--- config.mk ---
export PLATFORM = sky130hd
export DESIGN_NAME = cordic_sched
export DESIGN_NICKNAME = d
export VERILOG_FILES = /design/src/rtl/cordic_sched.sv
export SDC_FILE = /design/constraint.sdc
export NUM_CORES = 1
export LEC_CHECK = 0
export CAP_MARGIN = 10
export CORE_ASPECT_RATIO = 1.5
export CORE_MARGIN = 5
export CORE_UTILIZATION = 46
export DETAILED_ROUTE_END_ITERATION = 10
export GPL_TIMING_DRIVEN = 0
export HOLD_SLACK_MARGIN = 0.02
export PLACE_DENSITY = 0.87
export SYNTH_ARGS = -nofsm -noshare
export SYNTH_HDL_FRONTEND = slang
export SYNTH_SLANG_ARGS = --single-unit
--- constraint.sdc ---
create_clock -name clk -period 3 [get_ports clk]
set_clock_uncertainty 0.15 [all_clocks]
set_input_delay 0.6 -clock clk [delete_from_list [all_inputs] [get_ports clk]]
set_output_delay 0.6 -clock clk [all_outputs]
set_load 0.03 [all_outputs]
--- src/rtl/cordic_sched.sv ---
// Round-robin scheduler sharing one iterative sin/cos CORDIC engine among NREQ requesters.
// Define CORDIC_SCHED_PRIO0_EN to give requester 0 fixed top priority over the round-robin group.
module cordic_sched #(
    parameter int  NREQ = 4,
    parameter int  W    = 16,
    parameter int  ITER = 16,
    parameter int  IW   = 4,
    localparam int IDW  = (NREQ > 1) ? $clog2(NREQ) : 1
) (
    input  logic              clk,
    input  logic              rst,
    input  logic [NREQ-1:0]   req_valid,
    input  logic [NREQ*W-1:0] req_theta,
    output logic [NREQ-1:0]   req_ready,
    output logic              eng_load,
    output logic [W-1:0]      eng_theta,
    output logic              eng_step,
    output logic [IW-1:0]     eng_iter,
    input  logic [W-1:0]      eng_x,
    input  logic [W-1:0]      eng_y,
    output logic              rsp_valid,
    input  logic              rsp_ready,
    output logic [IDW-1:0]    rsp_id,
    output logic [W-1:0]      rsp_sin,
    output logic [W-1:0]      rsp_cos,
    output logic              busy
);

    typedef enum logic [1:0] {S_IDLE, S_LOAD, S_ITER, S_RESP} state_t;

    state_t         state, state_nxt;
    logic [IDW-1:0] rr_ptr, id_q, grant_idx, next_ptr;
    logic           grant_found;
    logic [IW-1:0]  iter_cnt;
    logic [W-1:0]   theta_q, sin_q, cos_q;
    logic           cap_q;
    logic           transfer;
    logic           last_step;

    // Scan rr_ptr, rr_ptr+1, ... modulo NREQ; the first valid requester wins.
    always_comb begin
        logic [IDW:0] scan;
        // NOTE: every variable written here gets a default first so no path infers a latch.
        grant_found = 1'b0;
        grant_idx   = '0;
        scan        = '0;
        for (int i = 0; i < NREQ; i++) begin
            scan = {1'b0, rr_ptr} + (IDW+1)'(i);
            if (scan >= (IDW+1)'(NREQ))
                scan = scan - (IDW+1)'(NREQ);
            if (!grant_found && req_valid[scan[IDW-1:0]]) begin
                grant_found = 1'b1;
                grant_idx   = scan[IDW-1:0];
            end
        end
`ifdef CORDIC_SCHED_PRIO0_EN
        if (req_valid[0]) begin
            grant_found = 1'b1;
            grant_idx   = '0;
        end
`endif
    end

    assign req_ready = (state == S_IDLE && !rst && grant_found) ? (NREQ'(1) << grant_idx) : '0;
    assign transfer  = |req_ready;
    assign last_step = (iter_cnt == IW'(ITER - 1));
    assign next_ptr  = (id_q == IDW'(NREQ - 1)) ? '0 : id_q + 1'b1;
    assign busy      = (state != S_IDLE);

    always_comb begin
        state_nxt = state;
        eng_load  = 1'b0;
        eng_theta = '0;
        eng_step  = 1'b0;
        eng_iter  = '0;
        rsp_valid = 1'b0;
        rsp_id    = '0;
        rsp_sin   = '0;
        rsp_cos   = '0;
        case (state)
            S_IDLE: if (transfer) state_nxt = S_LOAD;
            S_LOAD: begin
                eng_load  = 1'b1;
                eng_theta = theta_q;
                state_nxt = S_ITER;
            end
            S_ITER: begin
                eng_step = 1'b1;
                eng_iter = iter_cnt;
                if (last_step) state_nxt = S_RESP;
            end
            S_RESP: begin
                // The last step lands on the edge that enters RESP, so the first
                // RESP cycle shows the engine directly and later cycles the held copy.
                rsp_valid = 1'b1;
                rsp_id    = id_q;
                rsp_sin   = cap_q ? eng_y : sin_q;
                rsp_cos   = cap_q ? eng_x : cos_q;
                if (rsp_ready) state_nxt = S_IDLE;
            end
            default: state_nxt = S_IDLE;
        endcase
    end

    always_ff @(posedge clk or posedge rst) begin
        if (rst) begin
            state    <= S_IDLE;
            rr_ptr   <= '0;
            iter_cnt <= '0;
            theta_q  <= '0;
            id_q     <= '0;
            cap_q    <= 1'b0;
            sin_q    <= '0;
            cos_q    <= '0;
        end else begin
            // NOTE: state registers use non-blocking assignments so every flop samples pre-edge values.
            state <= state_nxt;
            case (state)
                S_IDLE: begin
                    if (transfer) begin
                        theta_q <= req_theta[int'(grant_idx)*W +: W];
                        id_q    <= grant_idx;
                    end
                end
                S_LOAD: iter_cnt <= '0;
                S_ITER: begin
                    iter_cnt <= iter_cnt + 1'b1;
                    if (last_step) cap_q <= 1'b1;
                end
                S_RESP: begin
                    if (cap_q) begin
                        sin_q <= eng_y;
                        cos_q <= eng_x;
                        cap_q <= 1'b0;
                    end
                    if (rsp_ready) begin
`ifdef CORDIC_SCHED_PRIO0_EN
                        if (id_q != '0) rr_ptr <= next_ptr;
`else
                        rr_ptr <= next_ptr;
`endif
                    end
                end
                default: ;
            endcase
        end
    end

endmodule

== Yosys cells after proc, flatten, opt, wreduce, memory -nomap -nowiden ==
Cells that the tools add are included.
W data, S select, Z words.
Storage, ports and cells
  bits in registers: 59
  input bits: 103
  output and inout bits: 62
  word-level logic and storage cells: 92
Cells by class
  add/subtract/negate cells: 9
  $lt $le $gt $ge: 8
  equality and inequality tests: 8
  shifts and indexed selects: 2
  muxes and demuxes: 39
  reductions and logical operators: 18
Operator list (number)
  $mux W16: 5
  $shiftx A64 B7 Y16: 1
  $mux W2: 13
  $lt A2 B3 Y1 const B: 4
  $mux W1: 12
  $ge A3 B3 Y1 const B: 3
  $bmux W1 S2: 4
  $mux W4: 2
  $pmux W2 S4: 1
  $pmux W4 S2: 1
  $sub A2 B1 Y2 const B: 4
  $add A2 B2 Y3 const B: 2
  $eq A2 B2 Y1 const B: 3
  $ne A2 B2 Y1 const B: 3
  $reduce_and A2 Y1: 3
  $reduce_bool A2 Y1: 3
  $logic_and A1 B1 Y1: 5
  $add A4 B1 Y4 const B: 1
  $eq A4 B4 Y1 const B: 1
  $logic_not A1 Y1: 4
  $reduce_or A4 Y1: 1
  $shl A1 B2 Y4 const A: 1
  $add A2 B1 Y3 const B: 1
  $ge A2 B3 Y1 const B: 1
  other kinds (5): 5

== Depth between registers and ports, before layout ==
Gate-level depths: netlist of the first run.
  word-level depth: 19
  gate-level depth with buffers: 7

== Worst setup path after synthesis of the first run ==
OpenSTA, ideal clock, no wires.
  path type: input port to output port
  from: input port req_valid[0]
  to: output port req_ready[3]
  data arrival time: 1.933 ns
  data required time: 2.250 ns
  slack: 0.317 ns
  cell stages on the path: 6
  buffers on the path: 2
  cells stage by stage: clkbuf_2 -> nor2b_1 -> o21ai_2 -> clkbuf_1 -> nand3_1 -> nor2_1
On the way
  longest elaborated chain between the ends: 14
  elaborated cells on any way between the ends: 25
  those cells by class: shift: 1; mux: 17; reduce/logical: 7
RTL lines
  start: declaration: line 12  | input logic [NREQ-1:0] req_valid,
  $bmux W1 S2: line 51  | if (!grant_found && req_valid[scan[IDW-1:0]]) begin
  $mux W1 (implied by the code): line 51
  $mux W1: line 51
  $logic_not A1 Y1: line 51
  $logic_and A1 B1 Y1: line 51
  $mux W1: line 51
  $logic_not A1 Y1: line 51
  $logic_and A1 B1 Y1: line 51
  $mux W1: line 51
  $logic_not A1 Y1: line 51
  $logic_and A1 B1 Y1: line 51
  $mux W2 / $mux W1 (equally long branches): line 51
  $shl A1 B2 Y4 / $logic_and A1 B1 Y1 (equally long branches): line 64  | assign req_ready = (state == S_IDLE && !rst && grant_found) ? (NREQ'(1) << grant_idx) : '0;
  $mux W4 (*): line 64
  end: declaration: line 14  | output logic [NREQ-1:0] req_ready,
Mark *: on every way between the ends. The rest lies on a longest branch, timed or not. The select of a mux whose other input is x is not followed.

== Final worst setup path of the first run ==
  from: input port req_valid[3]
  to: output port req_ready[0]
The elaborated chain is that of the path after synthesis.

==> impl_metrics.py, run 1 <==
metrics = {
    "cells_and_area": {
        "antenna_cells": 0,
        "finalNetCount": 660,
        "area_delta_synth_final_pct": 54.7,
        "fillerInstances": 663,
        "stdcell_area_um2": 5690,
        "final_common_cell": "clkdlybuf4s50_1",
        "final_cell_mix": "clkdlybuf4s50_1, dfrtp_1, dlygate4sd2_1, mux2_2",
        "layout.cells.non_filler": 658,
        "drive_gt1_share_pct": 15.2,
    },
    "clocking": {
        "clk_pin_slew_ns": 0.05,
        "clock_latency_ns": 0.32,
        "htree_levels": 3,
        "cts.sinks": 59,
        "cts_buffers": 9,
        "cts_hold_buf": 0,
        "clockBufferDepth": 2,
        "cts-root-buf": "clkbuf_16",
        "cts_tree": "built",
    },
    "routing": {
        "first_pass_iters": 4,
        "viasPerCell": 5.37,
        "ant_nets": 0,
        "routed-via-count": 3536,
        "drc": 0,
        "routedWlPerCell_um": 17.3,
        "routed_wl_um": 11400,
        "first_iter_violations": 177,
    },
    "worst_setup_path": {
        "crit_path_start_kind": "primary input",
        "cpMaxStageDelayCell": "a311o_1",
        "critPathRequiredTime_ns": 2.25,
        "crit_top_cell": "buf_6",
        "cp-startpoint": "req_valid[3]",
        "slowest_delay_ns": 0.33,
        "crit_fanout": 10,
        "crit_type": "primary input to output port",
        "crit_chain": "clkdlybuf4s15_1, and4b_1, a311o_1, buf_6, buf_6, and2_1, clkdlybuf4s15_2",
        "end_kind": "output port",
        "r2r-start": "state[0]",
        "cp.arrival_ns": 2.16,
        "ff2ff_setup_slack_ns": 1.03,
    },
    "synth": {
        "synth_mux_area_share_pct": 19.4,
        "yosys.cell_types.count": 38,
        "synth_seq_cells": 59,
        "synth_nets": 489,
        "synth_top_family_by_area": "multiplexers",
        "synth_ff_type": "dfrtp_1",
        "synth_fa_ha_area_share_pct": 2.38,
        "yosysSeqAreaShare_pct": 40.1,
        "avgSynthCellArea_um2": 9.70,
        "syn_inst": 379,
        "synth_warnings": 0,
        "synth_compound_area_share_pct": 14.5,
        "synthXorXnorAreaFrac_pct": 0,
        "syn_area_um2": 3680,
        "synth_edf_count": 0,
        "ys_async_sr_fraction_pct": 100,
        "synth_simple_gate_area_share_pct": 18.6,
    },
    "global_route": {
        "grt_max_degree": 44,
        "grt_pass1_wl_um": 18200,
        "grt_pass1_vias": 3726,
        "overflow": 0,
        "track_usage_pct": 22.9,
        "antenna_found_initial": 0,
    },
    "sta": {
        "final_hold_viol_count": 0,
        "tightest_slew_ns": 0.496,
        "setup_viol": 0,
        "max_freq_ghz": 0.344,
        "fin_ws_ns": 0.0904,
        "relSlewSlack_pct": 66.9,
        "drv_slew": 0,
        "finalCriticalPeriod_ns": 2.91,
        "finalCritPeriodShare_pct": 97.0,
        "rsz0062_at_grt": "no",
    },
    "die": {
        "io_pins": 165,
        "coreArea_um2": 7910,
        "rows": 40,
        "die_x_um": 83,
        "chipHeight_um": 120,
        "start_util_pct": 46.5,
        "dieArea_um2": 9920,
    },
    "place": {
        "place_ws_ns": -0.892,
        "gp_congestion": 0.824,
        "numPortBuffers": 162,
        "hpwl_um": 9010,
        "dpl_cell_area_um2": 5450,
        "dp_cells": 647,
    },
    "power": {
        "power_density_nw_per_um2": 743,
        "p_leak_nw": 2.53,
        "peakVddDrop_v": 0.000346,
    },
    "job": {
        "drv_cap": 0,
    },
    "hold_path": {
        "hold_start": "sin_q[14]",
        "hold_class": "register to register",
    },
    "status": {
        "status": "completed",
    },
}
worst max-delay path, delay by kind of cell:
| family | cells | cell delay (ns) |
|---|---|---|
| AND/OR/NAND/NOR | 2 | 0.39 |
| AO/OA/AOI/OAI | 1 | 0.33 |
| buffers and inverters | 4 | 0.85 |
synth_stat cells (2+ instances only):
cell | count | area (um^2)
o211a_1 | 2 | 20.0
buf_6 | 3 | 33.8
o21ai_1 | 3 | 15.0
mux2i_1 | 33 | 330
o31ai_1 | 2 | 15.0
buf_2 | 9 | 45.0
nand3_1 | 7 | 35.0
nor2b_1 | 33 | 206
nor3_1 | 2 | 10.0
nand2b_1 | 3 | 18.8
a21oi_1 | 19 | 95.1
mux2_2 | 34 | 383
nand2_1 | 11 | 41.3
inv_1 | 7 | 26.3
dfrtp_1 | 59 | 1480
and2_1 | 23 | 144
buf_4 | 3 | 22.5
ha_1 | 7 | 87.6
o21ai_0 | 20 | 100
a31oi_1 | 16 | 100
and3_1 | 16 | 100
a22oi_1 | 16 | 120
nor2_1 | 24 | 90.1
clkbuf_1 | 13 | 48.8
path summary, 6_finish.rpt:
path	cells past startpoint	to
worst max register to register	5	sin_q[0]
worst min-delay path	1	sin_q[14]
worst min register to register	1	sin_q[14]
worst max-delay path	7	req_ready[0]
min in group asynchronous	2	cos_q[0]
max in group asynchronous	3	cos_q[7]
power by group:
group	internal (mW)	total [mW]	switching [mW]	leakage (nW)
Combinational	0.928	2.25	1.32	1.70
Clock	0.541	0.875	0.334	0.128
Sequential	0.985	1.10	0.116	0.694
cell type report:
cell class / instances / area (um^2) / area share (%)
Multi-Input combinational cell: 284 / 2040 / 35.9
Clock buffer: 10 / 229 / 4.02
Clock inverter: 4 / 20.0 / 0.352
Sequential cell: 59 / 1480 / 26.0
Inverter: 7 / 26.3 / 0.462
Tap cell: 105 / 131 / 2.31
Timing Repair Buffer: 164 / 1610 / 28.2
Buffer: 25 / 158 / 2.77
state kept, by name, indices dropped and copies added (netlist names):
signal,count
cap_q,1
sin_q,16
iter_cnt,4
state,2
rr_ptr,2
id_q,2
theta_q,16
cos_q,16
through the flow:
| stage | TNS [ns] | total power, mW | hold WS [ns] | utilization (%) |
|---|---|---|---|---|
| 2_1_floorplan | 0 | 2.53 | 0.316 | - |
| 3_5_place_dp | -3.11 | 3.45 | 0.341 | 68.9 |
| 4_1_cts | 0 | 4.26 | 0.353 | 71.9 |
| 5_1_grt | 0 | 4.49 | 0.356 | 71.9 |
| 3_3_place_gp | -25.66 | 3.38 | 0.335 | 68.7 |
| 6_report | 0 | 4.23 | 0.350 | 71.9 |
repair_timing:
| action | 4_1_cts | 5_1_grt |
|---|---|---|
| endpoints found under the setup margin | 47 | 9 |
| gates resized for setup | 63 | 13 |
| setup buffers | 1 | 0 |
| pin swaps | 1 | 0 |
metal layers:
metal  wire length, um  vias up  global-route usage, %
met3               729       24                   5.56
met2              6130      148                   41.7
met4               373        0                   13.3
met5                 0        -                      0
met1              4170     1678                   23.6
li1                  -     1686                      -
cell families after synthesis:
kind of cell / count (synthesis)
adder cells (fa/ha/maj): 7
AO/OA/AOI/OAI: 86
multiplexers: 67
buffers and inverters: 36
flip-flops: 59
AND/OR/NAND/NOR: 124
Note: power is estimated with default switching activity, not from simulation.
==> inputs of run 2 (changes only) <==
- CORE_UTILIZATION: 46 -> 40
- PLACE_DENSITY: 0.87 -> 0.77
- clock period: 3 -> 3.5 ns (I/O delays scaled with it)
==> impl_metrics.py, run 2 (same netlist as run 1, synthesis figures left out) <==
metrics = {
    "global_route": {
        "antenna_found_initial": 0,
        "grt_pass1_wl_um": 17700,
        "grt.met2_usage_pct": 36.8,
        "grt-busiest-layer": "met2",
        "grt_max_degree": 36,
        "grt_pass1_vias": 3724,
        "overflow": 0,
        "grt_util_met1_pct": 21.2,
        "track_usage_pct": 20.2,
        "use_met3_pct": 6.13,
    },
    "worst_setup_path": {
        "cp.arrival_ns": 2.55,
        "critPathRequiredTime_ns": 2.65,
        "crit_chain": "clkdlybuf4s50_1, nor4_2, or3_1, buf_4, nor2_1, clkdlybuf4s15_1",
        "crit_path_start_kind": "primary input",
        "crit_family": "buffers and inverters",
        "path_buf_inv": 3,
        "crit_fanout": 10,
        "end_kind": "output port",
        "crit_type": "primary input to output port",
        "slowest_delay_ns": 0.63,
        "cpMaxStageDelayCell": "clkdlybuf4s50_1",
    },
    "die": {
        "chipHeight_um": 127,
        "coreArea_um2": 9150,
        "dieArea_um2": 11300,
        "rows": 43,
        "die_x_um": 88.3,
        "io_pins": 165,
        "start_util_pct": 40.2,
    },
    "clocking": {
        "cts_hold_buf": 0,
        "clockBufferDepth": 2,
        "cts_tree": "built",
        "cts.sinks": 59,
        "clock_latency_ns": 0.32,
        "cts-root-buf": "clkbuf_16",
        "htree_levels": 3,
        "cts_buffers": 9,
        "clk_pin_slew_ns": 0.05,
    },
    "cells_and_area": {
        "finalNetCount": 662,
        "final_common_cell": "clkdlybuf4s50_1",
        "antenna_cells": 0,
        "final_core_util_pct": 63.0,
        "top_regs": "cos_q: 16 flops, sin_q: 16 flops, theta_q: 16 flops",
        "drive_gt1_share_pct": 14.2,
        "final_cell_mix": "clkdlybuf4s50_1, dfrtp_1, mux2_2, mux2i_1, nor2b_1",
        "area_delta_synth_final_pct": 56.7,
    },
    "sta": {
        "tightest_slew_ns": 0.572,
        "final_hold_viol_count": 0,
        "finalCritPeriodShare_pct": 97.1,
        "max_freq_ghz": 0.294,
        "rsz0062_at_grt": "yes",
        "fin_setup_tns_ns": 0,
        "drv_slew": 0,
        "setup_viol": 0,
        "finalCriticalPeriod_ns": 3.40,
        "hold_slack_ns": 0.352,
        "relSlewSlack_pct": 61.8,
    },
    "power": {
        "power_density_nw_per_um2": 651,
        "power.total_mw": 3.75,
        "peakVddDrop_v": 0.000293,
        "p_leak_nw": 2.32,
    },
    "place": {
        "hpwl_um": 8720,
        "gp_congestion": 0.841,
        "numPortBuffers": 162,
    },
    "routing": {
        "first_iter_violations": 164,
        "routedWlPerCell_um": 16.6,
        "routed_wl_um": 11100,
        "drc": 0,
        "routed-via-count": 3495,
        "first_pass_iters": 5,
        "viasPerCell": 5.23,
        "ant_nets": 0,
    },
    "hold_path": {
        "hold_class": "register to register",
    },
    "job": {
        "drv_cap": 0,
    },
    "status": {
        "status": "completed",
    },
}
[run 2: cell count changes in the layout (fill, tap and decap cells not counted), sizes merged]
cell	change
buf	-3
clkbuf	+3
clkdlybuf4s50	+40
clkinv	-1
clkinvlp	+2
dlygate4sd2	-35
dlymetal6s2s	-3
[run 2: area by class of cell]
| class | count | area [um^2] |
|---|---|---|
| inverter | 7 | 26.3 |
| multi-input combinational | 284 | 2040 |
| clock inverter | 5 | 30.0 |
| tap | 112 | 140 |
| clock buffer | 10 | 239 |
| timing repair buffer | 165 | 1660 |
| fill | 783 | 3390 |
| sequential | 59 | 1480 |
| buffer | 26 | 151 |
[run 2: metrics by stage]
step                worst slack, ns  cell area, um^2  instances
floorplan                     0.617             3680        379
global placement             -0.540             5440        653
detailed placement           -0.555             5460        654
CTS                         0.00565             5750        668
global route                -0.0365             5760        668
finish                        0.101             5760        668
[run 2: repair_timing]
action | 4_1_cts | 5_1_grt
pin swaps | 1 | 0
gates resized for setup | 13 | 6
setup buffers | 2 | 0
setup endpoints to repair | 12 | 4
[run 2: path summary, 6_finish.rpt]
kind | slack (ns) | to | from | depth (start not counted)
min reg2reg | 0.35 | sin_q[13] | sin_q[13] | 1
max in group asynchronous | 1.91 | cos_q[8] | rst | 3
min | 0.35 | sin_q[13] | sin_q[13] | 1
max reg2reg | 1.47 | theta_q[13] | state[0] | 7
max | 0.10 | req_ready[3] | req_valid[1] | 6
min in group asynchronous | 0.71 | theta_q[14] | rst | 2
[run 2: worst reg2reg max path: cells and delay by family (launching register included)]
family | cells | cell delay [ns]
and+or+nand+nor | 1 | 0.47
buffers and inverters | 3 | 0.45
DFF | 1 | 0.40
AOI/OAI and AO/OA | 2 | 0.24
adders and majority gates | 1 | 0.20
[run 2: report_power, final]
group	switching, mW	internal (mW)
combinational	1.15	0.873
sequential	0.0992	0.844
clock	0.299	0.489
[run 2: layer usage]
layer,up-vias,wire [um]
li1,1692,-
met1,1647,4030
met2,140,6070
met3,16,778
met4,0,191
met5,-,0
